**src/rtl/sseg_scan_decoder.sv**
```systemverilog
// Passive monitor for a multiplexed 4-digit active-low 7-segment bus.
// Captures settled digits, checks two matching frames, then publishes the value in binary and BCD.
module sseg_scan_decoder #(
   parameter int unsigned SETTLE_CYCLES = 4
) (
   input  logic        clk,
   input  logic        reset,
   input  logic [7:0]  sseg_indicator,
   input  logic [3:0]  digits,
   output logic [8:0]  address_line,
   output logic [11:0] bcd_value,
   output logic        address_valid,
   output logic        overflow,
   output logic        decode_error
);

   typedef enum logic [1:0] {
      ST_COLLECT = 2'd0,
      ST_CHECK   = 2'd1,
      ST_CONV    = 2'd2,
      ST_OUT     = 2'd3
   } state_t;

   localparam logic [7:0] CAP_AT = 8'(SETTLE_CYCLES - 2);
   localparam logic [7:0] SAT    = 8'(SETTLE_CYCLES - 1);

   // Returns {valid, digit}; the decimal point bit is a don't-care.
   function automatic logic [4:0] seg_decode(input logic [7:0] seg);
      logic [4:0] r;
      casez (seg)
         8'b?100_0000: r = 5'h10;
         8'b?111_1001: r = 5'h11;
         8'b?010_0100: r = 5'h12;
         8'b?011_0000: r = 5'h13;
         8'b?001_1001: r = 5'h14;
         8'b?001_0010: r = 5'h15;
         8'b?000_0010: r = 5'h16;
         8'b?111_1000: r = 5'h17;
         8'b?000_0000: r = 5'h18;
         8'b?001_0000: r = 5'h19;
         default:      r = 5'h00;
      endcase
      return r;
   endfunction

   state_t      state_q, state_d;
   logic [3:0]  digits_q;
   logic [7:0]  cnt_q, cnt_d;
   logic [3:0]  ones_q, ones_d, tens_q, tens_d, hund_q, hund_d;
   logic        have_ones_q, have_ones_d, have_tens_q, have_tens_d;
   logic [11:0] prev_q, prev_d;
   logic        prev_valid_q, prev_valid_d;
   logic [8:0]  addr_q, addr_d;
   logic [11:0] bcd_q, bcd_d;
   logic        ovf_q, ovf_d, valid_q, valid_d, err_q, err_d;

   logic        onehot_s, stable_s, capture_s, dec_ok_s;
   logic [4:0]  dec_s;
   logic [3:0]  dec_val_s;
   logic [9:0]  h_ext_s, t_ext_s, o_ext_s, sum_s;

   // Strobe settle counter: one capture per stable one-hot strobe period.
   always_comb begin
      onehot_s  = (digits != 4'd0) && ((digits & (digits - 4'd1)) == 4'd0);
      stable_s  = onehot_s && (digits == digits_q);
      capture_s = stable_s && (cnt_q == CAP_AT);
      if (!stable_s) begin
         cnt_d = 8'd0;
      end else if (cnt_q == SAT) begin
         cnt_d = cnt_q;
      end else begin
         cnt_d = cnt_q + 8'd1;
      end
      dec_s     = seg_decode(sseg_indicator);
      dec_ok_s  = dec_s[4];
      dec_val_s = dec_s[3:0];
      h_ext_s   = {6'd0, hund_q};
      t_ext_s   = {6'd0, tens_q};
      o_ext_s   = {6'd0, ones_q};
      sum_s     = (h_ext_s << 6) + (h_ext_s << 5) + (h_ext_s << 2)
                + (t_ext_s << 3) + (t_ext_s << 1) + o_ext_s;
   end

   // Frame assembly, repeat check and conversion sequencing.
   always_comb begin
      state_d      = state_q;
      ones_d       = ones_q;
      tens_d       = tens_q;
      hund_d       = hund_q;
      have_ones_d  = have_ones_q;
      have_tens_d  = have_tens_q;
      prev_d       = prev_q;
      prev_valid_d = prev_valid_q;
      addr_d       = addr_q;
      bcd_d        = bcd_q;
      ovf_d        = ovf_q;
      valid_d      = 1'b0;
      err_d        = 1'b0;
      case (state_q)
         ST_COLLECT: begin
            if (capture_s && !digits[3]) begin
               if (!dec_ok_s) begin
                  err_d        = 1'b1;
                  have_ones_d  = 1'b0;
                  have_tens_d  = 1'b0;
                  prev_valid_d = 1'b0;
               end else begin
                  case (digits)
                     4'b0001: begin
                        ones_d      = dec_val_s;
                        have_ones_d = 1'b1;
                        have_tens_d = 1'b0;
                     end
                     4'b0010: begin
                        if (have_ones_q && !have_tens_q) begin
                           tens_d      = dec_val_s;
                           have_tens_d = 1'b1;
                        end else begin
                           have_ones_d = 1'b0;
                           have_tens_d = 1'b0;
                        end
                     end
                     4'b0100: begin
                        have_ones_d = 1'b0;
                        have_tens_d = 1'b0;
                        if (have_tens_q) begin
                           hund_d  = dec_val_s;
                           state_d = ST_CHECK;
                        end else begin
                           state_d = ST_COLLECT;
                        end
                     end
                     default: begin
                        state_d = ST_COLLECT;
                     end
                  endcase
               end
            end else begin
               state_d = ST_COLLECT;
            end
         end
         ST_CHECK: begin
            if (prev_valid_q && (prev_q == {hund_q, tens_q, ones_q})) begin
               state_d = ST_CONV;
            end else begin
               prev_d       = {hund_q, tens_q, ones_q};
               prev_valid_d = 1'b1;
               state_d      = ST_COLLECT;
            end
         end
         // Results are loaded here so they are visible during the OUT cycle.
         ST_CONV: begin
            addr_d  = sum_s[8:0];
            bcd_d   = {hund_q, tens_q, ones_q};
            ovf_d   = (sum_s > 10'd511);
            valid_d = 1'b1;
            state_d = ST_OUT;
         end
         ST_OUT: begin
            state_d = ST_COLLECT;
         end
         default: begin
            state_d = ST_COLLECT;
         end
      endcase
   end

   // State and output registers.
   always_ff @(posedge clk or posedge reset) begin
      if (reset) begin
         state_q      <= ST_COLLECT;
         digits_q     <= 4'd0;
         cnt_q        <= 8'd0;
         ones_q       <= 4'd0;
         tens_q       <= 4'd0;
         hund_q       <= 4'd0;
         have_ones_q  <= 1'b0;
         have_tens_q  <= 1'b0;
         prev_q       <= 12'd0;
         prev_valid_q <= 1'b0;
         addr_q       <= 9'd0;
         bcd_q        <= 12'd0;
         ovf_q        <= 1'b0;
         valid_q      <= 1'b0;
         err_q        <= 1'b0;
      end else begin
         state_q      <= state_d;
         digits_q     <= digits;
         cnt_q        <= cnt_d;
         ones_q       <= ones_d;
         tens_q       <= tens_d;
         hund_q       <= hund_d;
         have_ones_q  <= have_ones_d;
         have_tens_q  <= have_tens_d;
         prev_q       <= prev_d;
         prev_valid_q <= prev_valid_d;
         addr_q       <= addr_d;
         bcd_q        <= bcd_d;
         ovf_q        <= ovf_d;
         valid_q      <= valid_d;
         err_q        <= err_d;
      end
   end

   assign address_line  = addr_q;
   assign bcd_value     = bcd_q;
   assign address_valid = valid_q;
   assign overflow      = ovf_q;
   assign decode_error  = err_q;

endmodule

```
**config.mk**
```make
export PLATFORM = sky130hd
export DESIGN_NAME = sseg_scan_decoder
export DESIGN_NICKNAME = d
export VERILOG_FILES = /design/src/rtl/sseg_scan_decoder.sv
export SDC_FILE = /design/constraint.sdc
export NUM_CORES = 1
export LEC_CHECK = 0
export CAP_MARGIN = 20
export CORE_ASPECT_RATIO = 0.7
export CORE_MARGIN = 3
export CORE_UTILIZATION = 35
export DETAILED_ROUTE_END_ITERATION = 12
export HOLD_SLACK_MARGIN = 0.03
export PLACE_DENSITY_LB_ADDON = 0.08
export SLEW_MARGIN = 0
export SYNTH_ARGS = -nofsm -noshare
export SYNTH_HDL_FRONTEND = slang
export SYNTH_SLANG_ARGS = --single-unit
```
**constraint.sdc**
```tcl
create_clock -name clk -period 2.9 [get_ports clk]
set_input_delay 0.725 -clock clk [delete_from_list [all_inputs] [get_ports clk]]
set_output_delay 0.725 -clock clk [all_outputs]
set_load 0.005 [all_outputs]
```
==> results of run 1 <==
## layout make-up
cell class / instances / area share (%)
Multi-Input combinational cell: 227 / 37.3
Timing Repair Buffer: 80 / 15.4
Sequential cell: 64 / 35.0
Clock inverter: 3 / 0.383
Tap cell: 124 / 3.39
Inverter: 36 / 2.95
Clock buffer: 12 / 5.61
## power by group through the flow
stage	Sequential (uW)	Combinational, uW	Clock [uW]
floorplan	914	47.4	0
global placement	915	99.3	0
detailed placement	914	99.5	0
CTS	899	99.8	1030
global route	899	109	1060
finish	899	98.5	990
## cell usage after synthesis (all sizes together), types with 2 or more instances
master / number
mux2: 20
a32o: 3
o22ai: 2
and4b: 2
nor4b: 2
a31oi: 2
nand2: 36
nand4: 4
dfrtp: 64
xnor2: 10
nor3: 5
ha: 17
nand2b: 4
o21ai: 24
xor2: 17
nor2b: 2
a21oi: 8
clkbuf: 9
mux2i: 3
fa: 7
inv: 35
nor2: 23
nand3: 12
a21o: 2
a211oi: 2
and3: 3
buf: 4
and2: 3
nor4: 4
## layer usage
metal | vias up | part of all wire, %
li1 | 1300 | -
met1 | 1211 | 56
met2 | 46 | 39
met3 | 6 | 3.8
met4 | 0 | 0.91
met5 | - | 0
## state kept, by name (all words and copies together), names as in the netlist, 4 cells and up, named ones only
| name | cells |
|---|---|
| cnt_q | 8 |
| tens_q | 4 |
| prev_q | 12 |
| bcd_value | 11 |
| address_line | 9 |
| digits_q | 4 |
| hund_q | 4 |
| ones_q | 4 |
## metrics by stage
step           setup WS (ps)  std cells
2_1_floorplan           54.8        340
3_3_place_gp           -71.7        529
3_5_place_dp           -86.1        529
4_1_cts                 11.7        545
5_1_grt                 -109        546
6_report                51.8        546
## cell usage in the layout, fill, tap and decap left out, types with 6 or more instances in the layout
master and n:
ha_1 16, nand3_1 10, buf_4 43, o21ai_0 22, mux2_2 14, clkdlybuf4s50_1 36
inv_1 31, clkbuf_16 9, dfrtp_1 64, a21oi_1 6, xnor2_1 10, mux2_1 6
xor2_1 17, nand2_1 36, nor2_1 23, fa_1 6
## worst max path at each step
stage / endpoint / startpoint / cells past startpoint
3_5_place_dp: overflow$_DFFE_PP0P_ / tens_q[0]$_DFFE_PP0P_ / 13
4_1_cts: address_line[7]$_DFFE_PP0P_ / tens_q[0]$_DFFE_PP0P_ / 13
5_1_grt: overflow$_DFFE_PP0P_ / tens_q[0]$_DFFE_PP0P_ / 13
3_3_place_gp: overflow$_DFFE_PP0P_ / tens_q[0]$_DFFE_PP0P_ / 13
2_1_floorplan: overflow$_DFFE_PP0P_ / tens_q[2]$_DFFE_PP0P_ / 13
6_report: overflow$_DFFE_PP0P_ / tens_q[0]$_DFFE_PP0P_ / 13
## critical path, cell delays in order (launching register included)
cell	delay, ps
dfrtp_1	380
inv_2	70
fa_1	560
fa_1	410
inv_1	70
ha_2	180
inv_2	40
fa_2	340
nor2b_2	130
o21ai_2	70
a21oi_2	160
o21ai_1	90
mux2i_1	140
nand3_1	80
## cells by family (layout without fill, tap and decap cells)
family,after synthesis,count (layout)
AOI/OAI and AO/OA,49,49
xor gates and xnor gates,27,27
and+or+nand+nor,104,104
adders and majority gates,24,24
muxes,23,23
DFF,64,64
buffers and inverters,49,131
## what timing repair did
action                                  CTS  global route
endpoints found under the setup margin    1             3
buffers inserted                          1             1
pin swaps                                 1             3
gates resized for setup                   3             9
hold endpoints to repair                  0             0
==> key figures, run 1 <==
GRT
  – GRT met3 Usage: 3.82%
  – M1 GR Usage: 21.5%
  – Initial antenna violation count: 0
  – Met2 Use GR: 20.4%
  – GR peak layer: met1
  – Gr usage total: roughly 14%
  – GRT overflow: 0
  – Global-route wire length before repair: 12,500 um
  – Largest net degree at the start of global routing: 65
  – Number of global-route vias before repair: 2,494

Timing
  – RSZ-0062 raised after global routing: yes
  – Worst Skew: slightly above 8 ps
  – Worst-Margin Slew: 467 ps
  – Fin Setup TNS: 0 ps
  – Max-slew violation count: 0
  – Fin crit period: roughly 2800 ps
  – Period utilization: 98.2%
  – Worst-case hold slack: 472 ps
  – # setup viols final: 0
  – Highest clock rate: 0.351 GHz
  – Max-Slew Margin vs Limit: 68.6%
  – Hold Violations, Final: 0

Placed design
  – Post-detail-place hpwl: 5620 um
  – PortBufs: 36
  – Placed cell areas: between 0.004 and 0.005 sq mm
  – RePlAce Congestion: approximately 0.84

Critical path
  – Crit Reg-Reg Endpoint: overflow$_DFFE_PP0P_
  – Worst Setup End Kind: flip-flop
  – Worst-path maximum fanout: 2
  – WS Path Type: flip-flop to flip-flop
  – R2R setup slack: 50 ps
  – Reg2Reg Depth: 13
  – Reg-to-Reg Start: tens_q[0]$_DFFE_PP0P_
  – Startpoint types: flip-flop
  – Crit path DAT: ~3100 ps
  – WP data required: 3110 ps

Cells and area
  – Fillers: 886
  – Fin util: 48.9%
  – Register area: 0.00160 sq mm
  – Inserted Diodes: 0
  – Area growth syn-to-layout: 31.3%
  – Multi-input gate area: approximately 0.0017 sq mm
  – Layout cell share with drive strength beyond 1: 21.3%
  – Final #Nets: roughly 460
  – Fin area: 0.00457 sq mm

Floorplan
  – Core area: 0.00936 sq mm
  – Die width: about 130 um
  – Row cnt: 29
  – I/O pin total: 38
  – Initial Utilization: 37.2%
  – Height of the die: 89.5 um
  – Die area: between 0.01 and 0.015 sq mm

Synth
  – Mapped Cells: between 300 and 400
  – Largest cells by area after synthesis: dfrtp_1 46%, ha_1 6.1%, mux2_2 4.5%
  – Post-Syn Area: 0.00348 sq mm
  – Xor-xnor portion of the synthesized cell area: under 10%
  – Asr flop ratio synth: 100%
  – Largest family of logic cells by synthesized area: simple AND/OR/NAND/NOR gates
  – Mean Syn Cell Area: 10.2 sq um
  – Proportion of synthesized area in mux cells: under 10%
  – Register area share after synthesis: between 40% and 50%
  – Prevailing post-synth register cell: dfrtp_1
  – Yosys warns: 0
  – Post-Synth Adder-Cell Area: between 10% and 20%
  – Yosys reg bits: 64
  – Yosys cell types: 46
  – Yosys top cell area share: 46.0%
  – Yosys top cell by area: dfrtp_1
  – Syn Nets: 378
  – Post-synthesis compound-gate area fraction: 8.52%
  – Post-synth EDFFs: 0
  – Simple-Gate Fraction of Synth Area: 15.5%

Hold path
  – Worst hold-check path type: flip-flop to flip-flop
  – Hold Crit Endpoint: bcd_value[8]$_DFFE_PP0P_
  – Hold depth: 2
  – Hold path startpoint: bcd_value[8]$_DFFE_PP0P_

Clocking
  – Clk slew on worst S/H paths: 60 ps
  – Clock Tree Buf Depth: 2
  – H-tree levels: 3
  – Worst-Skew Late Latency: between 300 and 400 ps
  – Clk root buf: clkbuf_16
  – Cts bufs inserted: 9
  – Number of buffers inserted by hold repair at cts: 0
  – CTS tree: done
  – Sink Count: 64

Pwr
  – Total power: 1990 uW
  – Leakage power: 0.00219 uW
  – Switching Share: 21.6%
  – P per Cell Area: around 430 mW/mm^2
  – Max IR drop VDD: between 0.2 and 0.25 mV
  – Internal power: 1560 uW
  – Sw Pwr: ~430 uW
  – Seq pwr share: between 40% and 50%
  – Comb pwr share: 5.0%
  – Clk pwr share: 49.8%

Routing
  – WL final: 7490 um
  – Antenna-violating nets left: 0
  – Pre-Repair DR Iteration Count: 5
  – Initial DRC Count: 151
  – DR vias: about 2,600
  – Via/cell ratio: 4.69
  – DRC: 0
  – Routed length per instance: roughly 14 um

Job
  – Max Cap Violations: 0

Run status
  – Outcome: finished, final reports clean
Note: power is estimated with default switching activity, not from simulation.
==> run 2, diff against run 1 <==
--- a/config.mk
+++ b/config.mk
@@ -5,10 +5,12 @@
 export SDC_FILE = /design/constraint.sdc
 export NUM_CORES = 1
 export LEC_CHECK = 0
+export ABC_AREA = 1
 export CAP_MARGIN = 20
 export CORE_ASPECT_RATIO = 0.7
 export CORE_MARGIN = 3
 export CORE_UTILIZATION = 35
+export CTS_BUF_LIST = sky130_fd_sc_hd__clkbuf_2
 export DETAILED_ROUTE_END_ITERATION = 12
 export HOLD_SLACK_MARGIN = 0.03
 export PLACE_DENSITY_LB_ADDON = 0.08
==> run 2 against run 1 <==
Sequential share of layout area is 1.7 points higher; global-route usage shrank 0.12 points; via count up 12%; largest power group is now registers; largest cell class unchanged; wire length increased by 0.85%; highest routed layer unchanged; core utilization is 4.7 points lower; critical path depth is 6 higher; design area down 4.7%; hold slack improved by 34 ps; critical endpoint unchanged.
==> key figures, run 2 <==
Floorplan
  – Height of the die: 90.9 um
  – Initial Utilization: 36.5%
  – Die area: 0.0116 sq mm
  – Row cnt: 30
  – Core area: 0.00987 sq mm
  – I/O pin total: 38
  – Die width: 127 um

Job
  – Max Cap Violations: 0

Timing
  – Highest clock rate: around 0.36 GHz
  – Period utilization: between 90% and 100%
  – Hold Violations, Final: 0
  – Max-slew violation count: 0
  – Worst Slack Setup Final: about 120 ps
  – Max-Slew Margin vs Limit: 45.5%
  – Fin crit period: 2780 ps
  – Worst Skew: around 23 ps
  – Fin Setup TNS: 0 ps
  – Worst-Margin Slew: 810 ps
  – RSZ-0062 raised after global routing: yes
  – # setup viols final: 0

Routing
  – Routed length per instance: between 10 and 15 um
  – Pre-Repair DR Iteration Count: 4
  – Initial DRC Count: 152
  – DRC: 0
  – DR vias: 2,861
  – WL final: ~7600 um
  – Via/cell ratio: ~4.5
  – Antenna-violating nets left: 0

Cells and area
  – Final #Nets: 544
  – Non-filler cells in the finished layout: about 640
  – Highest-count cells in the layout ignoring fill and taps: 144 x nand2_1, 64 x dfrtp_1, 53 x inv_1
  – Layout cell share with drive strength beyond 1: a little over an eighth
  – Most common cell after layout, fill and taps aside: nand2_1
  – Fin area: 0.00436 sq mm
  – Max reg flops: 12
  – Area growth syn-to-layout: 21.0%
  – Inserted Diodes: 0
  – Biggest register: prev_q

Synth
  – Register area share after synthesis: 44.5%
  – Post-Syn Area: around 0.0036 sq mm
  – Prevailing post-synth register cell: dfrtp_1
  – Mean Syn Cell Area: 7.97 sq um
  – Mapped Cells: approximately 450
  – Top cells by count, synth: 146 x nand2_1, 64 x dfrtp_1, 59 x inv_1
  – Yosys top cell area share: around 44%
  – Largest cells by area after synthesis: dfrtp_1 44%, nand2_1 15%, inv_1 6.1%
  – Asr flop ratio synth: 100%
  – Post-synth EDFFs: 0
  – Yosys cell types: 36
  – Yosys warns: 0
  – Syn Nets: around 500
  – Yosys top cell by area: dfrtp_1
  – Top-count cell post-synth: nand2_1
  – Yosys reg bits: 64

GRT
  – Initial antenna violation count: 0
  – Global-route wire length before repair: approximately 13,000 um
  – GRT overflow: 0
  – Number of global-route vias before repair: 2,828
  – Gr usage total: 14.3%
  – Largest net degree at the start of global routing: between 60 and 70

Run status
  – Outcome: finished, final reports clean

Clocking
  – Clk root buf: clkbuf_2
  – Clk slew on worst S/H paths: around 190 ps
  – Post-CTS Setup Inserts: 0
  – CTS tree: done
  – Clock Tree Buf Depth: 2
  – H-tree levels: 3
  – Worst-Skew Late Latency: ~530 ps
  – Sink Count: between 60 and 70
  – Cts bufs inserted: 9

Critical path
  – Worst Setup End Kind: flip-flop
  – WS Path Type: flip-flop to flip-flop
  – WP data required: 3330 ps
  – Reg2Reg Depth: 19
  – Crit path DAT: roughly 3200 ps
  – Worst-path maximum fanout: 2
  – Startpoint types: flip-flop

Pwr
  – P per Cell Area: 383 mW/mm^2
  – Max IR drop VDD: 0.149 mV
  – Leakage power: 0.00224 uW

Placed design
  – Placed cell areas: 0.00420 sq mm
  – Pre-CTS setup slack: -7.28 ps
  – PortBufs: 36
  – Post-detail-place hpwl: between 5000 and 6000 um
  – Placed cells: 623
  – RePlAce Congestion: 0.856

Hold path
  – Worst hold-check path type: flip-flop to flip-flop
  – Hold depth: 2
run 2: changes by cell type in the layout (fill, tap and decap cells not counted), moves of 9 or more:
cell	delta
nand2_1	+108
buf_4	-30
inv_1	+22
xor2_1	-16
nor2_1	+15
mux2_2	-14
nand3_1	+10
clkbuf_16	-9
clkbuf_2	+9
nand2_2	+9
run 2: worst max-delay path: stages, from the launching register on:
cell,delay [ps]
dfrtp_1,400
inv_2,50
fa_1,560
fa_1,440
inv_2,80
ha_4,130
inv_2,40
fa_2,320
inv_2,60
nand2_2,40
nand2_1,50
nand2_1,50
nand2_1,80
nand2_1,60
nand2_1,70
nand2_2,50
nand2_1,50
nand2_1,40
nand3_1,60
nand2_1,50
run 2: power breakdown:
part           total, uW  internal [uW]  switching, uW
logic                119           47.3           71.5
clock network        639            284            355
registers            913            907           5.54
run 2: worst paths after layout:
| path | start | slack (ps) | endpoint |
|---|---|---|---|
| setup / recovery | tens_q[0]$_DFFE_PP0P_ | 120 | overflow$_DFFE_PP0P_ |
| hold / removal | address_line[8]$_DFFE_PP0P_ | 510 | address_line[8]$_DFFE_PP0P_ |
| setup reg to reg | tens_q[0]$_DFFE_PP0P_ | 120 | overflow$_DFFE_PP0P_ |
| hold reg to reg | address_line[8]$_DFFE_PP0P_ | 510 | address_line[8]$_DFFE_PP0P_ |
| max in group asynchronous | reset | 2040 | digits_q[0]$_DFF_PP0_ |
| min in group asynchronous | reset | 540 | address_line[4]$_DFFE_PP0P_ |
run 2: stage by stage:
step / util [%] / power [uW] / hold slack [ps]
after global placement: 42.5 / 1050 / 465
after global routing: 44.2 / 1750 / 533
after detailed placement: 42.5 / 1050 / 472
after floorplan: - / 997 / 449
final: 44.2 / 1670 / 506
after CTS: 44.0 / 1710 / 504
run 2: cell families (layout without fill, tap and decap cells):
group | count (synthesis) | in the layout | share of synthesized area, %
flops | 64 | 64 | 44.5
fa+ha+maj | 24 | 24 | 9.79
xor+xnor | 10 | 10 | 2.43
simple gates | 240 | 240 | 29.2
buf+inv | 72 | 131 | 7.95
compound gates | 42 | 42 | 6.15
run 2: repair_timing:
action,in CTS,in global routing
setup endpoints to repair,1,3
hold buffers,0,0
resized for setup,1,9
pin swaps,2,3
run 2: routing by layer:
layer | part of all wire, % | wire length [um] | global-route usage [%]
met1 | 54 | 4110 | 20.4
met2 | 40 | 3040 | 20.9
met3 | 4.1 | 307 | 3.96
met4 | 1.4 | 103 | 4.55
met5 | 0 | 0 | 0
run 2: layout make-up:
cell class	count	area, sq um
timing repair buffer	50	478
fill	1019	5510
multi-input combinational	316	1730
inverter	65	244
clock inverter	7	96.3
clock buffer	9	45.0
tap	128	160
sequential	64	1600
